==> src/rtl/pic_pkg.sv <==
// pic_pkg
// Shared definitions for the parametrised PIC control unit: controller state
// encoding, OCW2 command codes, command-word bit positions and a helper that
// ranks an IR level against the rotating lowest-priority pointer.
// No ports.
package pic_pkg;

  typedef enum logic [2:0] {
    ST_ICW1  = 3'd0,
    ST_ICW2  = 3'd1,
    ST_ICW4  = 3'd2,
    ST_READY = 3'd3,
    ST_ACK   = 3'd4
  } pic_state_e;

  // OCW2 command field din[7:5]
  localparam logic [2:0] OCW2_ROT_AEOI_CLR = 3'b000;
  localparam logic [2:0] OCW2_NS_EOI       = 3'b001;
  localparam logic [2:0] OCW2_NOP          = 3'b010;
  localparam logic [2:0] OCW2_SP_EOI       = 3'b011;
  localparam logic [2:0] OCW2_ROT_AEOI_SET = 3'b100;
  localparam logic [2:0] OCW2_ROT_NS_EOI   = 3'b101;
  localparam logic [2:0] OCW2_SET_PRI      = 3'b110;
  localparam logic [2:0] OCW2_ROT_SP_EOI   = 3'b111;

  // Command-word bit positions
  localparam int ICW1_D4   = 4;
  localparam int ICW1_LTIM = 3;
  localparam int ICW1_IC4  = 0;
  localparam int ICW4_AEOI = 1;
  localparam int OCW_D3    = 3;
  localparam int OCW3_RR   = 1;
  localparam int OCW3_RIS  = 0;

  // Priority rank of a level: 0 is the level just above lp (highest).
  function automatic int unsigned pic_rank(input int unsigned id,
                                           input int unsigned lp,
                                           input int unsigned n);
    int unsigned t;
    t = id + n - 1 - lp;
    if (t >= n) t = t - n;
    return t;
  endfunction

endpackage

==> src/rtl/pic_priority_resolver.sv <==
// pic_priority_resolver
// Combinational rotating priority encoder. The level directly above the
// lowest-priority pointer wins, searching upward with wrap-around.
// Ports:
//   i_req   request vector, one bit per IR level
//   i_lp    current lowest-priority level
//   o_valid at least one request bit is set
//   o_id    winning level
module pic_priority_resolver
  import pic_pkg::*;
#(
  parameter int NUM_IR = 8,
  parameter int IDW    = 3
) (
  input  logic [NUM_IR-1:0] i_req,
  input  logic [IDW-1:0]    i_lp,
  output logic              o_valid,
  output logic [IDW-1:0]    o_id
);

  int unsigned w_idx;

  // Walk from lowest to highest priority so the last hit is the winner.
  always_comb begin
    o_valid = 1'b0;
    o_id    = '0;
    w_idx   = 0;
    for (int k = NUM_IR - 1; k >= 0; k--) begin
      w_idx = 32'(i_lp) + 32'(k) + 32'd1;
      if (w_idx >= 32'(NUM_IR)) w_idx = w_idx - 32'(NUM_IR);
      if (i_req[w_idx[IDW-1:0]]) begin
        o_valid = 1'b1;
        o_id    = w_idx[IDW-1:0];
      end
    end
  end

endmodule

==> src/rtl/pic_ctrl_param.sv <==
// pic_ctrl_param
// Single 8259-style PIC control unit for NUM_IR request lines: ICW init
// sequence, IMR/IRR/ISR, rotating priority, EOI/rotation commands and the
// two-pulse INTA vector handshake.
// Ports:
//   clk, rst     clock, asynchronous active-high reset
//   wr, rd, a0   one-cycle bus strobes and register select
//   din          write data
//   ir           interrupt requests (synchronous)
//   inta         one-cycle acknowledge pulse
//   dout         registered read/vector data, qualified by dout_vld
//   int_o        registered interrupt request to the CPU
//   init_done    initialisation complete (READY or ACK)
//
// state    | meaning
// ST_ICW1  | waiting for ICW1
// ST_ICW2  | waiting for vector base
// ST_ICW4  | waiting for ICW4 (only when IC4 set)
// ST_READY | normal operation, 1st INTA accepted here
// ST_ACK   | between 1st and 2nd INTA
module pic_ctrl_param
  import pic_pkg::*;
#(
  parameter int NUM_IR = 8,
  parameter int DATA_W = 8
) (
  input  logic              clk,
  input  logic              rst,
  input  logic              wr,
  input  logic              rd,
  input  logic              a0,
  input  logic [DATA_W-1:0] din,
  input  logic [NUM_IR-1:0] ir,
  input  logic              inta,
  output logic [DATA_W-1:0] dout,
  output logic              dout_vld,
  output logic              int_o,
  output logic              init_done
);

  localparam int IDW = $clog2(NUM_IR);
  localparam int BW  = DATA_W - IDW;
  localparam logic [NUM_IR-1:0] ONE    = NUM_IR'(1);
  localparam logic [IDW-1:0]    TOP_ID = IDW'(NUM_IR - 1);

  pic_state_e r_state, w_state_nxt;

  logic [NUM_IR-1:0] r_imr, r_irr, r_isr, r_ir_d;
  logic [IDW-1:0]    r_lp, r_win;
  logic [BW-1:0]     r_base;
  logic              r_ltim, r_ic4, r_aeoi, r_rot_aeoi, r_ris, r_spur;
  logic [DATA_W-1:0] r_dout;
  logic              r_dout_vld, r_int;

  logic w_ready_ack, w_icw1, w_icw2, w_icw4, w_ocw1, w_ocw2, w_ocw3;
  logic w_inta1, w_inta2;
  logic w_req_vld, w_isr_vld, w_pending;
  logic [IDW-1:0] w_req_id, w_isr_id, w_lvl, w_lp_val;
  logic w_lvl_ok, w_lp_set, w_rot_set, w_rot_clr;
  logic [NUM_IR-1:0] w_eoi_clr, w_aeoi_clr, w_ack_set, w_edge, w_lvl_mask, w_isr_mask;
  logic [DATA_W-1:0] w_rd_data;

  assign w_ready_ack = (r_state == ST_READY) || (r_state == ST_ACK);
  assign w_icw1  = wr & ~a0 & din[ICW1_D4];
  assign w_icw2  = wr & a0 & (r_state == ST_ICW2);
  assign w_icw4  = wr & a0 & (r_state == ST_ICW4);
  assign w_ocw1  = wr & a0 & w_ready_ack;
  assign w_ocw2  = wr & ~a0 & ~din[ICW1_D4] & ~din[OCW_D3] & w_ready_ack;
  assign w_ocw3  = wr & ~a0 & ~din[ICW1_D4] &  din[OCW_D3] & w_ready_ack;
  // ICW1 aborts any handshake in progress, so it masks INTA in the same cycle.
  assign w_inta1 = inta & (r_state == ST_READY) & ~w_icw1;
  assign w_inta2 = inta & (r_state == ST_ACK) & ~w_icw1;

  pic_priority_resolver #(.NUM_IR(NUM_IR), .IDW(IDW)) u_req_res (
    .i_req   (r_irr & ~r_imr),
    .i_lp    (r_lp),
    .o_valid (w_req_vld),
    .o_id    (w_req_id)
  );

  pic_priority_resolver #(.NUM_IR(NUM_IR), .IDW(IDW)) u_isr_res (
    .i_req   (r_isr),
    .i_lp    (r_lp),
    .o_valid (w_isr_vld),
    .o_id    (w_isr_id)
  );

  // Fully nested: a request must strictly outrank the highest in-service level.
  assign w_pending = w_req_vld &
                     (~w_isr_vld ||
                      (pic_rank(32'(w_req_id), 32'(r_lp), NUM_IR) <
                       pic_rank(32'(w_isr_id), 32'(r_lp), NUM_IR)));

  assign w_ack_set  = (w_inta1 && w_pending) ? (ONE << w_req_id) : '0;
  assign w_aeoi_clr = (w_inta2 && r_aeoi && !r_spur) ? (ONE << r_win) : '0;
  assign w_edge     = ir & ~r_ir_d;

  assign w_lvl      = din[IDW-1:0];
  assign w_lvl_ok   = 32'(w_lvl) < 32'(NUM_IR);
  assign w_lvl_mask = w_lvl_ok ? (ONE << w_lvl) : '0;
  assign w_isr_mask = w_isr_vld ? (ONE << w_isr_id) : '0;

  always_comb begin
    w_eoi_clr = '0;
    w_lp_set  = 1'b0;
    w_lp_val  = r_lp;
    w_rot_set = 1'b0;
    w_rot_clr = 1'b0;
    if (w_ocw2) begin
      case (din[7:5])
        OCW2_NS_EOI:       w_eoi_clr = w_isr_mask;
        OCW2_SP_EOI:       w_eoi_clr = w_lvl_mask;
        OCW2_ROT_NS_EOI: begin
          w_eoi_clr = w_isr_mask;
          w_lp_set  = w_isr_vld;
          w_lp_val  = w_isr_id;
        end
        OCW2_ROT_SP_EOI: begin
          w_eoi_clr = w_lvl_mask;
          w_lp_set  = w_lvl_ok;
          w_lp_val  = w_lvl;
        end
        OCW2_SET_PRI: begin
          w_lp_set = w_lvl_ok;
          w_lp_val = w_lvl;
        end
        OCW2_ROT_AEOI_SET: w_rot_set = 1'b1;
        OCW2_ROT_AEOI_CLR: w_rot_clr = 1'b1;
        default:           ;
      endcase
    end
  end

  always_comb begin
    w_state_nxt = r_state;
    if (w_icw1) begin
      w_state_nxt = ST_ICW2;
    end else begin
      case (r_state)
        ST_ICW2:  if (w_icw2) w_state_nxt = r_ic4 ? ST_ICW4 : ST_READY;
        ST_ICW4:  if (w_icw4) w_state_nxt = ST_READY;
        ST_READY: if (w_inta1) w_state_nxt = ST_ACK;
        ST_ACK:   if (w_inta2) w_state_nxt = ST_READY;
        default:  w_state_nxt = r_state;
      endcase
    end
  end

  always_ff @(posedge clk or posedge rst) begin
    if (rst) r_state <= ST_ICW1;
    else     r_state <= w_state_nxt;
  end

  assign w_rd_data = a0    ? DATA_W'(r_imr) :
                     r_ris ? DATA_W'(r_isr) : DATA_W'(r_irr);

  always_ff @(posedge clk or posedge rst) begin
    if (rst) begin
      r_imr      <= '0;
      r_irr      <= '0;
      r_isr      <= '0;
      r_ir_d     <= '0;
      r_lp       <= TOP_ID;
      r_win      <= '0;
      r_base     <= '0;
      r_ltim     <= 1'b0;
      r_ic4      <= 1'b0;
      r_aeoi     <= 1'b0;
      r_rot_aeoi <= 1'b0;
      r_ris      <= 1'b0;
      r_spur     <= 1'b0;
      r_dout     <= '0;
      r_dout_vld <= 1'b0;
      r_int      <= 1'b0;
    end else begin
      r_ir_d <= ir;
      if (w_icw1) begin
        r_imr      <= '0;
        r_irr      <= '0;
        r_isr      <= '0;
        r_lp       <= TOP_ID;
        r_ltim     <= din[ICW1_LTIM];
        r_ic4      <= din[ICW1_IC4];
        r_aeoi     <= 1'b0;
        r_rot_aeoi <= 1'b0;
        r_ris      <= 1'b0;
      end else begin
        if (w_icw2) r_base <= din[DATA_W-1:IDW];
        if (w_icw4) r_aeoi <= din[ICW4_AEOI];
        if (w_ocw1) r_imr  <= din[NUM_IR-1:0];
        if (w_ocw3 && din[OCW3_RR]) r_ris <= din[OCW3_RIS];
        if (w_rot_set)      r_rot_aeoi <= 1'b1;
        else if (w_rot_clr) r_rot_aeoi <= 1'b0;
        // An explicit OCW2 pointer update beats the automatic AEOI rotation.
        if (w_lp_set)
          r_lp <= w_lp_val;
        else if (w_inta2 && r_aeoi && r_rot_aeoi && !r_spur)
          r_lp <= r_win;
        r_isr <= (r_isr & ~(w_eoi_clr | w_aeoi_clr)) | w_ack_set;
        // A fresh edge on the bit being acknowledged re-arms it.
        if (r_ltim) r_irr <= ir;
        else        r_irr <= (r_irr & ~w_ack_set) | w_edge;
        if (w_inta1) begin
          r_win  <= w_pending ? w_req_id : TOP_ID;
          r_spur <= ~w_pending;
        end
      end

      if (w_inta2) begin
        r_dout     <= {r_base, r_win};
        r_dout_vld <= 1'b1;
      end else if (rd) begin
        r_dout     <= w_rd_data;
        r_dout_vld <= 1'b1;
      end else begin
        r_dout_vld <= 1'b0;
      end

      if (w_icw1) begin
        r_int <= 1'b0;
      end else begin
        case (r_state)
          ST_READY: r_int <= w_pending;
          ST_ACK:   r_int <= r_int & ~inta;
          default:  r_int <= 1'b0;
        endcase
      end
    end
  end

  assign dout      = r_dout;
  assign dout_vld  = r_dout_vld;
  assign int_o     = r_int;
  assign init_done = w_ready_ack;

endmodule

==> config.mk <==
export PLATFORM = sky130hd
export DESIGN_NAME = pic_ctrl_param
export DESIGN_NICKNAME = d
export VERILOG_FILES = /design/src/rtl/pic_pkg.sv /design/src/rtl/pic_priority_resolver.sv /design/src/rtl/pic_ctrl_param.sv
export SDC_FILE = /design/constraint.sdc
export NUM_CORES = 1
export LEC_CHECK = 0
export CAP_MARGIN = 5
export CORE_MARGIN = 2
export CORE_UTILIZATION = 25
export CTS_CLUSTER_DIAMETER = 150
export DETAILED_ROUTE_END_ITERATION = 10
export PLACE_DENSITY = 0.38
export SETUP_SLACK_MARGIN = 0.5
export SLEW_MARGIN = 20
export SYNTH_ARGS = -nofsm -noshare
export SYNTH_HDL_FRONTEND = slang
export SYNTH_SLANG_ARGS = --single-unit
export TNS_END_PERCENT = 50
==> constraint.sdc <==
create_clock -name clk -period 9 [get_ports clk]
set_input_delay 2.25 -clock clk [delete_from_list [all_inputs] [get_ports clk]]
set_output_delay 2.25 -clock clk [all_outputs]
set_load 0.01 [all_outputs]
==> run summary <==
Longest Clk Path Bufs - 2
gr usage total - 16.8%
RSZ-0062 raised after global routing - false
Layout Nets - 716
sum of negative setup slack - 0 ns
status - complete, no violations
GP Congestion - 0.832
Core ar. - 23,300 sq um
Final Worst Setup Slack - 1.32 ns
diode count - 0
crit start category - flop
Crit path required time - 9.23 ns
global-route wire length before repair - 31.7 mm
initial antenna violation count - 0
Vias - 5,215
Clock Latency Late Sink - 0.34 ns
setup bufs post-CTS - 0
hold_sp - r_ic4
synthesized net count - 705
endpoints failing setup - 0
vias in the first global route - 5,230
sequential element share of the synthesized area - 26.3%
most common flop cell mapped by yosys - dfrtp_1
top cell type by total area after synthesis - dfrtp_1
WL/cell - 20.3 microns
H-Tree Depth - 3
Die X - 158 microns
Layout fillers - 2,499
reg2reg end - r_irr[3]
DR vias/cell - 5.25
Post-CTS Resized - 0
Setup WS pre-CTS - 1.36 ns
distinct cell type count of the synthesized netlist - 82
CP max stage delay - 0.89 ns
flops & latches, synth - 62
Hold Crit Depth - 2
largest net degree at the start of global routing - 63
Die ar. - 24,900 sq um
Max Clock Skew - 0.0106 ns
Die Span Y - 158 microns
Hold-fix buffers, CTS - 0
Hold Fails Final Rpt - 0
total grt overflow - 0
Worst path most repeated cell - ha_1
CP Cell Sequence - clkinv_8 -> ha_1 -> inv_1 -> mux4_2 -> a21oi_1 -> a2111oi_1 -> nor4b_2 -> nand2_1 -> nor2b_1 -> ha_1 -> nor2b_1 -> o21ai_0 -> nand2b_1 -> xnor2_1 -> ha_1 -> nand2_1 -> o21ai_0 -> ha_1 -> a21oi_1 -> o31ai_1 -> a21oi_1 -> nand3_1 -> or3_1 -> a41o_1
area delta synth->final - 14.0%
Final min period - 7.68 ns
WS Path Type - reg2reg
EDFF count, synth - 0
period utilization - 85.4%
fin. max-slew vios - 0
initial core utilization - 25.3%
CP max FO - 21
worst min path class - reg2reg
dpl hpwl - 14.9 mm
initial DRC count - 378
Yosys warning count - 0
input/output buffers - 32
# clock sinks - 62
Max Fclk - 130 MHz
Ports - 33
clock root buffer master - clkbuf_16
FF-to-FF path depth - 24
Remaining DRCs - 0
asr flop ratio synth - 100%
Area contributors post-synth - dfrtp_1 25%, mux2i_1 9.0%, mux4_2 8.0%
CP Capture Type - flop
Worst Tran Pin Value - 0.998 ns
Synth Cell Area - 5910 sq um
layout cells sized above 1 - 11.7%
Worst path slowest cell - nor4b_2
Max Cap Viol - 0
cts bufs inserted - 9
syn avg cell area - 8.98 sq um
ANT nets after route - 0
CTS tree - done
CP arrival - 7.91 ns
Mapped Cells - 658
post-synth top area share - 25.0%
clock-pin slew on the worst setup and hold paths - 0.06 ns
R2R setup slack - 1.32 ns
row cnt - 56
drt pass-1 iters - 5
Relative slew margins - 33.3%
worst reg2reg path startpoint - r_lp[0]
hold path endpoint - r_ic4
WL final - 20.1 mm
==> cell type report <==
cell class / count / area [sq um] / area share, %
multi-input combinational: 523 / 3970 / 58.9
sequential: 62 / 1560 / 23.1
timing repair buffer: 43 / 403 / 5.98
tap: 319 / 399 / 5.93
clock buffer: 10 / 239 / 3.55
inverter: 30 / 125 / 1.86
clock inverter: 6 / 46.3 / 0.687
==> per-layer routing <==
layer | up-vias | global-route usage [%] | share of wire (%)
li1 | 2453 | - | -
met1 | 2611 | 23.9 | 49
met2 | 130 | 26.9 | 46
met3 | 21 | 2.24 | 3.5
met4 | 0 | 3.94 | 1.7
met5 | - | 0 | 0
==> cell families after synthesis <==
| logic type | count (synthesis) | share of synthesized area [%] |
|---|---|---|
| compound gates | 166 | 18.6 |
| xor+xnor | 11 | 1.95 |
| fa+ha+maj | 25 | 5.55 |
| buf+inv | 73 | 6.59 |
| flops | 62 | 26.3 |
| mux | 88 | 21.2 |
| simple gates | 233 | 19.8 |
==> synthesized netlist by cell type, types with 5 or more instances <==
| cell | number |
|---|---|
| a31oi_1 | 10 |
| xnor2_1 | 5 |
| a21oi_1 | 37 |
| nand2b_1 | 12 |
| buf_6 | 6 |
| o21ai_0 | 39 |
| a22oi_1 | 6 |
| a21o_1 | 8 |
| nor2b_1 | 14 |
| xor2_1 | 5 |
| o22ai_1 | 7 |
| mux2i_1 | 53 |
| inv_1 | 27 |
| nand2_1 | 68 |
| nor3_1 | 11 |
| clkbuf_1 | 26 |
| nor2_1 | 65 |
| mux4_1 | 6 |
| ha_1 | 23 |
| nand4_1 | 6 |
| dfrtp_1 | 59 |
| buf_4 | 5 |
| mux2_2 | 8 |
| or2b_1 | 7 |
| and3_1 | 6 |
| nand3_1 | 17 |
| mux4_2 | 21 |
==> critical path: cells and delay by family (launching register included) <==
kind	cells	cell delay [ns]
XOR/XNOR	1	0.19
flip-flops	1	0.59
AND/OR/NAND/NOR	8	2.49
multiplexers	1	0.58
AO/OA/AOI/OAI	8	1.62
buffers and inverters	2	0.51
adder cells (fa/ha/maj)	4	1.59
==> sequential cells by signal, indices dropped and copies added (netlist names) <==
name,count
dout,8
dout_vld,1
int_o,1
r_aeoi,1
r_base,5
r_ic4,1
r_imr,8
r_ir_d,8
r_irr,8
r_isr,8
r_lp,3
r_ltim,1
r_ris,1
r_rot_aeoi,1
r_spur,1
r_state,3
r_win,3
==> worst max-delay path by stage <==
stage,start,slack [ns],to,cells after the start
after CTS,r_lp[0],1.31,r_irr[3],24
after detailed placement,r_lp[0],1.36,r_irr[3],24
after floorplan,r_lp[0],2.57,r_irr[3],33
after global placement,r_lp[0],1.44,r_irr[3],26
after global routing,r_lp[0],0.69,r_irr[3],26
final,r_lp[0],1.32,r_irr[3],24
==> cell usage in the layout (no fill, tap or decap), types with 9 or more instances in the layout <==
cell             synthesis  final
a21oi_1                 37     37
a31oi_1                 10     10
buf_4                    5     11
clkbuf_16                0      9
clkdlybuf4s50_1          0     32
dfrtp_1                 59     59
ha_1                    23     23
inv_1                   27     26
mux2i_1                 53     53
mux4_2                  21     21
nand2_1                 68     68
nand2b_1                12     12
nand3_1                 17     17
nor2_1                  65     65
nor2b_1                 14     14
nor3_1                  11     11
o21ai_0                 39     39
==> stage by stage <==
step / instances / util [%] / instance area (sq um) / hold WS (ns)
after detailed placement: 977 / 27.6 / 6450 / 0.471
final: 993 / 28.9 / 6740 / 0.481
after global routing: 993 / 28.9 / 6740 / 0.523
after CTS: 993 / 28.9 / 6740 / 0.485
after floorplan: 658 / - / 5910 / 0.448
after global placement: 977 / 27.6 / 6440 / 0.471
Power is left out: the tool's default activity adds up to more than one toggle a clock period on the data nets, which glitch-free logic cannot reach.
